===== config.mk =====
export PLATFORM = sky130hd
export DESIGN_NAME = grid_io_cfg_array
export DESIGN_NICKNAME = d
export VERILOG_FILES = /design/src/rtl/grid_io_cfg_array.sv
export SDC_FILE = /design/constraint.sdc
export NUM_CORES = 1
export LEC_CHECK = 0
export ABC_AREA = 1
export BUFFER_PORTS_ARGS = -buffer_cell sky130_fd_sc_hd__buf_2
export CORE_UTILIZATION = 60
export CTS_BUF_LIST = sky130_fd_sc_hd__clkbuf_8
export CTS_CLUSTER_DIAMETER = 40
export DETAILED_ROUTE_END_ITERATION = 16
export MAX_ROUTING_LAYER = met4
export PLACE_DENSITY_LB_ADDON = 0.12
export SYNTH_ARGS = -nofsm -noshare
export SYNTH_HDL_FRONTEND = slang
export SYNTH_SLANG_ARGS = --single-unit

===== constraint.sdc =====
create_clock -name prog_clk -period 3 [get_ports prog_clk]
set_input_delay 0.15 -clock prog_clk [delete_from_list [all_inputs] [get_ports prog_clk]]
set_output_delay 0.15 -clock prog_clk [all_outputs]
set_load 0.02 [all_outputs]

===== src/rtl/grid_io_cfg_array.sv =====
// Perimeter IO tile: NUM_IO subtiles, each with OE/IE/INV bits loaded over one serial chain.
// A load takes effect only if it has exactly CHAIN_LEN bits. Pads are held safe while shifting.
module grid_io_cfg_array #(
  parameter int unsigned NUM_IO = 8
) (
  input  logic              prog_clk,
  input  logic              prog_reset,
  input  logic              cfg_done,
  input  logic              ccff_head,
  output logic              ccff_tail,
  input  logic [NUM_IO-1:0] io_outpad,
  output logic [NUM_IO-1:0] io_inpad,
  input  logic [NUM_IO-1:0] gpio_pad_in,
  output logic [NUM_IO-1:0] gpio_pad_out,
  output logic [NUM_IO-1:0] gpio_pad_oe,
  output logic              cfg_valid,
  output logic              cfg_error
);

  localparam int unsigned CHAIN_LEN = 3 * NUM_IO;
  localparam int unsigned CNT_W     = $clog2(CHAIN_LEN + 2);
  localparam logic [CNT_W-1:0] CntFull = CNT_W'(CHAIN_LEN);
  localparam logic [CNT_W-1:0] CntMax  = CNT_W'(CHAIN_LEN + 1);

  logic [CHAIN_LEN-1:0] chain_q, chain_d;
  logic [CHAIN_LEN-1:0] shadow_q, shadow_d;
  logic [CNT_W-1:0]     count_q, count_d;
  logic                 cfg_done_q;
  logic                 cfg_valid_q, cfg_valid_d;
  logic                 cfg_error_q, cfg_error_d;
  logic                 rise;
  logic                 active;

  assign rise = cfg_done & ~cfg_done_q;

  always_comb begin
    chain_d     = chain_q;
    shadow_d    = shadow_q;
    count_d     = count_q;
    cfg_valid_d = cfg_valid_q;
    cfg_error_d = cfg_error_q;
    if (cfg_done) begin
      count_d = '0;
      // The rise cycle judges the bit count accumulated before this clear.
      if (rise) begin
        if (count_q == CntFull) begin
          shadow_d    = chain_q;
          cfg_valid_d = 1'b1;
          cfg_error_d = 1'b0;
        end else begin
          cfg_error_d = 1'b1;
        end
      end
    end else begin
      chain_d = {chain_q[CHAIN_LEN-2:0], ccff_head};
      if (count_q != CntMax) begin
        count_d = count_q + CNT_W'(1);
      end
    end
  end

  always_ff @(posedge prog_clk or negedge prog_reset) begin
    if (!prog_reset) begin
      chain_q     <= '0;
      shadow_q    <= '0;
      count_q     <= '0;
      cfg_done_q  <= 1'b0;
      cfg_valid_q <= 1'b0;
      cfg_error_q <= 1'b0;
    end else begin
      chain_q     <= chain_d;
      shadow_q    <= shadow_d;
      count_q     <= count_d;
      cfg_done_q  <= cfg_done;
      cfg_valid_q <= cfg_valid_d;
      cfg_error_q <= cfg_error_d;
    end
  end

  assign active    = cfg_done & cfg_valid_q;
  assign ccff_tail = chain_q[CHAIN_LEN-1];
  assign cfg_valid = cfg_valid_q;
  assign cfg_error = cfg_error_q;

  // Subtile k: shadow[3k] OE, shadow[3k+1] IE, shadow[3k+2] INV.
  always_comb begin
    gpio_pad_oe  = '0;
    gpio_pad_out = '0;
    io_inpad     = '0;
    for (int k = 0; k < NUM_IO; k++) begin
      gpio_pad_oe[k]  = active & shadow_q[3*k];
      gpio_pad_out[k] = io_outpad[k] ^ shadow_q[3*k+2];
      io_inpad[k]     = active & shadow_q[3*k+1] & gpio_pad_in[k];
    end
  end

endmodule


Yosys cells after proc, flatten, opt, wreduce, memory -nomap -nowiden
Cells that the tools add are included.

Register bits: 56. Output and inout port bits: 27. Logic and storage cells: 50.

Add/subtract/negate cells: 1. Eq/ne operators: 2. Mux-type cells: 3. Bitwise operators: 35. Reductions and logical operators: 3.

Operators with widths (count): 1-bit AND (26); 5-bit two-way mux (2); 1-bit XOR (8); 5-bit by 1-bit adder with 5-bit output, second input constant (1); 5-bit == test, second input constant (1); 5-bit inequality test, second input constant (1); 3-bit AND reduction (1); 2-bit AND reduction (1); 2-bit nonzero test (1); 1-bit two-way mux (1); 1-bit NOT (1).

Logic depth before layout (Yosys ltp)
Gate-level depths: netlist (run 1).

Depth after elaboration: 3. Mapped depth: 8. Depth with buffers taken out: 7.

Least setup slack after synthesis (run 1)
No wires, ideal clock.

Path kind: register -> register. Start point: register count_q[0]. End point: register shadow_q[11]. Library setup time: 116 ps. Data arrival time: 1167 ps. Slack: 1716 ps. Stages on the path, launching flop included: 9. Path through: dfrtp_1 -> inv_1 -> ha_1 -> inv_1 -> nor2_1 -> nand2_4 -> buf_4 -> nand2_1 -> nand2_1.

Cells in the longest elaborated chain, start to end: 2.

Ends and longest elaborated chain: start: declaration (line 27) `logic [CNT_W-1:0] count_q, count_d;`; start signal: assignment (line 73) `count_q <= count_d;`; 5-bit == test (line 46) `if (count_q == CntFull) begin`; 3-bit AND reduction (no source line); end signal: assignment (line 72) `shadow_q <= shadow_d;`; end: declaration (line 26) `logic [CHAIN_LEN-1:0] shadow_q, shadow_d;`.

Every way passes these cells. A chain may end at the register's enable or synchronous reset.

Worst setup path in the final report (run 1)
Start point: register count_q[0]. End point: register shadow_q[5].

The elaborated chain is that of the path after synthesis.

==> results of run 1 <==
where the power goes:
group          total (mW)  internal (mW)  switching [mW]
Sequential          0.854          0.808          0.0454
Combinational       0.122         0.0447          0.0777
Clock               0.389          0.159           0.230
Total                1.37           1.01           0.353
sequential cells by signal, indices dropped and copies added, names as in the netlist:
name,cells
cfg_valid,1
count_q,5
cfg_done_q,1
cfg_error,1
chain_q,24
shadow_q,24
final cells by class:
cell class	count	share of cell area, %
clock inverters	2	0.4539
inverters	18	2.451
clock buffers	5	2.497
well taps	48	2.179
flip-flops and latches	56	50.84
multi-input cells	208	32.59
repair buffers	48	8.988
stage by stage:
| stage | worst slack [ps] | cell area, um^2 |
|---|---|---|
| final | 1437 | 2756 |
| after global routing | 1259 | 2756 |
| after CTS | 1420 | 2756 |
| after detailed placement | 1426 | 2665 |
| after global placement | 1428 | 2665 |
| after floorplan | 1716 | 2445 |
worst max-delay path, cell delays in order, from the launching register on:
cell     delay [ps]
dfrtp_1         430
inv_1            90
ha_1            170
nand3_1         120
nor2_4          480
nand2_1         110
nand2_1          90
cell usage in the layout (no fill, tap or decap), drive strengths merged, types with 2 or more instances in the layout:
cell type    n
o21ai        3
inv         18
xor2         8
dfrtp       56
nand3        7
buf         47
clkbuf       5
a21oi        2
nand2      158
ha           3
nand4        2
nor2        22
layer usage:
layer,part of all wire (%),routed length (um)
met5,0,0
met4,1.1,48
met3,5.1,220
met2,47,2034
met1,47,2043
what timing repair did:
item | 4_1_cts | 5_1_grt
hold buffers | 1 | 0
hold endpoints to repair | 35 | 0
resized for setup | 0 | 0
setup endpoints to repair | 0 | 0
cell families (layout without fill, tap and decap cells):
| kind of cell | Yosys count | after routing | share of synthesized area (%) |
|---|---|---|---|
| and+or+nand+nor | 191 | 191 | 30.96 |
| DFF | 56 | 56 | 57.32 |
| buffers and inverters | 29 | 73 | 5.936 |
| xor gates and xnor gates | 9 | 9 | 3.224 |
| AOI/OAI and AO/OA | 5 | 5 | 1.023 |
| adders and majority gates | 3 | 3 | 1.535 |
final timing paths:
| check | startpoint | end | slack, ps | depth (start not counted) |
|---|---|---|---|---|
| worst max-delay path | count_q[0] | shadow_q[5] | 1440 | 6 |
| worst min-delay path | ccff_head | chain_q[0] | 40 | 3 |
| worst max register to register | count_q[0] | shadow_q[5] | 1440 | 6 |
| worst min register to register | shadow_q[15] | shadow_q[15] | 480 | 2 |
| max in group asynchronous | prog_reset | shadow_q[4] | 1770 | 3 |
| min in group asynchronous | prog_reset | chain_q[18] | 460 | 2 |
==> flow_summary.toml, run 1 <==
[synthesis]
synth_cell_types = 22
yosysSeqAreaShare_pct = 57.32
synth_async_sr_flop_share_pct = 100.0
synth_common_cells = "nand2_1 (156), dfrtp_1 (56), nor2_1 (21), inv_1 (17), xor2_1 (8)"
syn-num-nets = 316
synthTopCellsByArea = "dfrtp_1 (57%), nand2_1 (24%), nor2_1 (3.2%)"
synth_seq_cells = 56
yosys_warnings = 0
yosysMostFrequentCell = "nand2_1"
yosys_most_used_dff = "dfrtp_1"
syn_avg_cell_area_um2 = 8.344
yosysTopAreaCellShare_pct = 57.32
synth-edff-count = 0
postSynthCellCount = 293
syn_area_um2 = 2445
synth_largest_area_cell = "dfrtp_1"

[placement]
dp_hpwl_um = 2933
portBuffers = 46
place_congestion = 0.7484
dp_cells = 377

[clocking]
clockRootBuffer = "clkbuf_8"
cts.sinks = 56
path_clk_slew_ps = 90
clock_latency_ps = 300
cts_tree = "yes"
cts_buffers = 5
htree_num_levels = 2
post_cts_buffers = 0
clockBufferDepth = 2

[layout]
final_core_util_pct = 73.09
layout-drive-gt1-share_pct = 17.80
stdcell_count = 385
multi_input_area_um2 = 898.4
syn_to_final_growth_pct = 12.74
final.fill_count = 294
nets = 360
regArea_um2 = 1401
diodes = 0

[pwr]
vdd_drop_max_mv = 0.3017
p_per_area_nw_per_um2 = 495.2
p_leak_nw = 1.583
p_total_mw = 1.365

[worst_setup_path]
crit_type = "reg -> reg"
crit_path_start_kind = "flop"
cp.required_ps = 3240
cp.arrival_ps = 1800
crit_path_end_kind = "flop"
critPathMaxFanout = 26

[worst_hold_path]
hp-class = "in -> reg"

[timing]
finalSetupTns_ps = 0
relSlewSlack_pct = 45.23
slew_viol_final = 0
hold_ws_ps = 44.08
max_slew.worst_pin.slew_ps = 820.6
hold_viol_final = 0
period_share_pct = 52.09
setup_violations = 0
fmax_mhz = 640.0
grt_setup_unrepaired = "no"
period_needed_ps = 1563
finalClockSkew_ps = 7.905

[run]
cap_violations = 0

[drt]
drc = 0
drtAntennaViolNets = 0
dr.pass1.iters = 4
wl_um = 4348
routed-via-count = 1883
wire_per_inst_um = 11.29
drt_iter0_drc = 109
vias_per_cell = 4.891

[outcome]
status = "complete, no violations"

[grt]
grt_use_met2_pct = 39.54
grt_pass1_vias = 1743
grt_pass1_wl_um = 7548
grt-ovfl-total = 0
grt_most_used_layer = "met2"
met3_usage_pct = 5.690
antenna_found_initial = 0
use_met1_pct = 30.60
grt_max_degree = 37
grt_usage_pct = 24.27

[floorplan]
die_w_um = 65.84
dieHeight_um = 65.84
ios = 47
initial_core_util_pct = 64.83
rows = 22
die_area_um2 = 4334
core_area_um2 = 3771
No activity file was read; power rests on OpenSTA's default activity.
==> run 2: changes to the inputs <==
CORE_UTILIZATION = 57   (was 60)
clock period = 1.55 ns   (was 3 ns; I/O delays follow)
==> flow_summary.toml, run 2 (same netlist as run 1, synthesis figures left out) <==
[outcome]
status = "complete, no violations"

[grt]
grt_pass1_vias = 1643
grt_max_degree = 57
antenna_found_initial = 0
grt-ovfl-total = 0
grt_pass1_wl_um = 7113
grt_usage_pct = 22.04

[placement]
place_congestion = 0.8661
dp_hpwl_um = 2958
portBuffers = 46

[floorplan]
die_w_um = 67.49
rows = 23
die_area_um2 = 4555
core_area_um2 = 4058
ios = 47
dieHeight_um = 67.49
initial_core_util_pct = 60.25

[layout]
diodes = 0
final.fill_count = 339
reg_top3 = "chain_q: 24 flops, shadow_q: 24 flops, count_q: 5 flops"
layout_common_cells = "nand2_1 (156), dfrtp_1 (56), buf_2 (46)"
syn_to_final_growth_pct = 15.71
layout_commonest_cell = "nand2_1"
nets = 364
regArea_um2 = 1401
layout-drive-gt1-share_pct = 18.42
multi_input_area_um2 = 898.4
final_core_util_pct = 69.72

[timing]
period_needed_ps = 1378
finalSetupTns_ps = 0
max_slew.worst_pin.slew_ps = 851.2
hold_viol_final = 0
grt_setup_unrepaired = "no"
setup_violations = 0
fmax_mhz = 725.8
finalClockSkew_ps = 8.080
relSlewSlack_pct = 43.19
period_share_pct = 88.89
slew_viol_final = 0

[drt]
drt_iter0_drc = 133
wl_um = 4365
drc = 0
dr.pass1.iters = 4
routed-via-count = 1908
wire_per_inst_um = 11.14
drtAntennaViolNets = 0
vias_per_cell = 4.867

[clocking]
cts_tree = "yes"
ctsResizeCount = 0
clockBufferDepth = 2
htree_num_levels = 2
clockRootBuffer = "clkbuf_8"
clock_latency_ps = 300
path_clk_slew_ps = 90
cts.sinks = 56
cts_buffers = 5

[worst_setup_path]
cp.arrival_ps = 1300
critPathMaxFanout = 16
cp.required_ps = 1470
crit_type = "reg -> out"
crit_path_end_kind = "primary output"
crit_path_start_kind = "flop"

[pwr]
vdd_drop_max_mv = 0.5793
p_per_area_nw_per_um2 = 952.6
p_leak_nw = 1.619

[worst_hold_path]
hp-class = "in -> reg"

[run]
cap_violations = 0
-- run 2: cell count changes in the layout (fill, tap and decap cells not counted), sizes merged --
cell and change:
buf +3, clkbuf +1, clkinv -1, dlygate4sd3 +1
inv +1
-- run 2: worst paths after layout --
path | startpoint | end | slack [ps] | cells past startpoint
max | cfg_valid | gpio_pad_oe[0] | 170 | 3
min reg2reg | shadow_q[19] | shadow_q[19] | 480 | 2
max reg2reg | count_q[0] | shadow_q[18] | 170 | 7
max in group asynchronous | prog_reset | shadow_q[16] | 1010 | 3
min | cfg_done | cfg_done_q | 80 | 1
min in group asynchronous | prog_reset | count_q[2] | 290 | 3
-- run 2: cell type report --
| class | instances | area share [%] |
|---|---|---|
| Clock buffer | 6 | 2.919 |
| Tap cell | 50 | 2.211 |
| Multi-Input combinational cell | 208 | 31.76 |
| Sequential cell | 56 | 49.54 |
| Inverter | 18 | 2.388 |
| Clock inverter | 2 | 0.3981 |
| Timing Repair Buffer | 52 | 10.79 |
-- run 2: where the power goes --
part	switching (mW)	internal, mW
clock network	0.446	0.357
registers	0.0838	1.56
logic	0.150	0.0934
total	0.680	2.02
-- run 2: through the flow --
stage / hold WS [ps] / setup WS [ps] / cells / total power [mW] / area, um^2
6_report: 83.85 / 172.1 / 392 / 2.695 / 2829
3_5_place_dp: 95.91 / 157.9 / 382 / 1.920 / 2715
5_1_grt: 91.97 / 7.511 / 392 / 2.819 / 2829
3_3_place_gp: 94.88 / 224.8 / 382 / 1.909 / 2715
2_1_floorplan: -218.1 / 266.4 / 293 / 1.805 / 2445
4_1_cts: 72.95 / 131.8 / 392 / 2.723 / 2829
-- run 2: what timing repair did --
action	4_1_cts	5_1_grt
hold endpoints to repair	57	0
buffers inserted	0	0
hold buffers	2	0
-- run 2: worst max-delay path: stages (launching register included) --
cell	delay [ps]
dfrtp_1	400
nand2_2	240
nor2_1	170
buf_2	180
-- run 2: routing by layer --
layer / GRT usage (%) / up-vias / part of all wire, %
met5: - / - / 0
met4: 7.447 / 0 / 1.6
met3: 5.236 / 6 / 4.1
met2: 34.53 / 44 / 47
met1: 27.98 / 889 / 47
li1: - / 969 / -
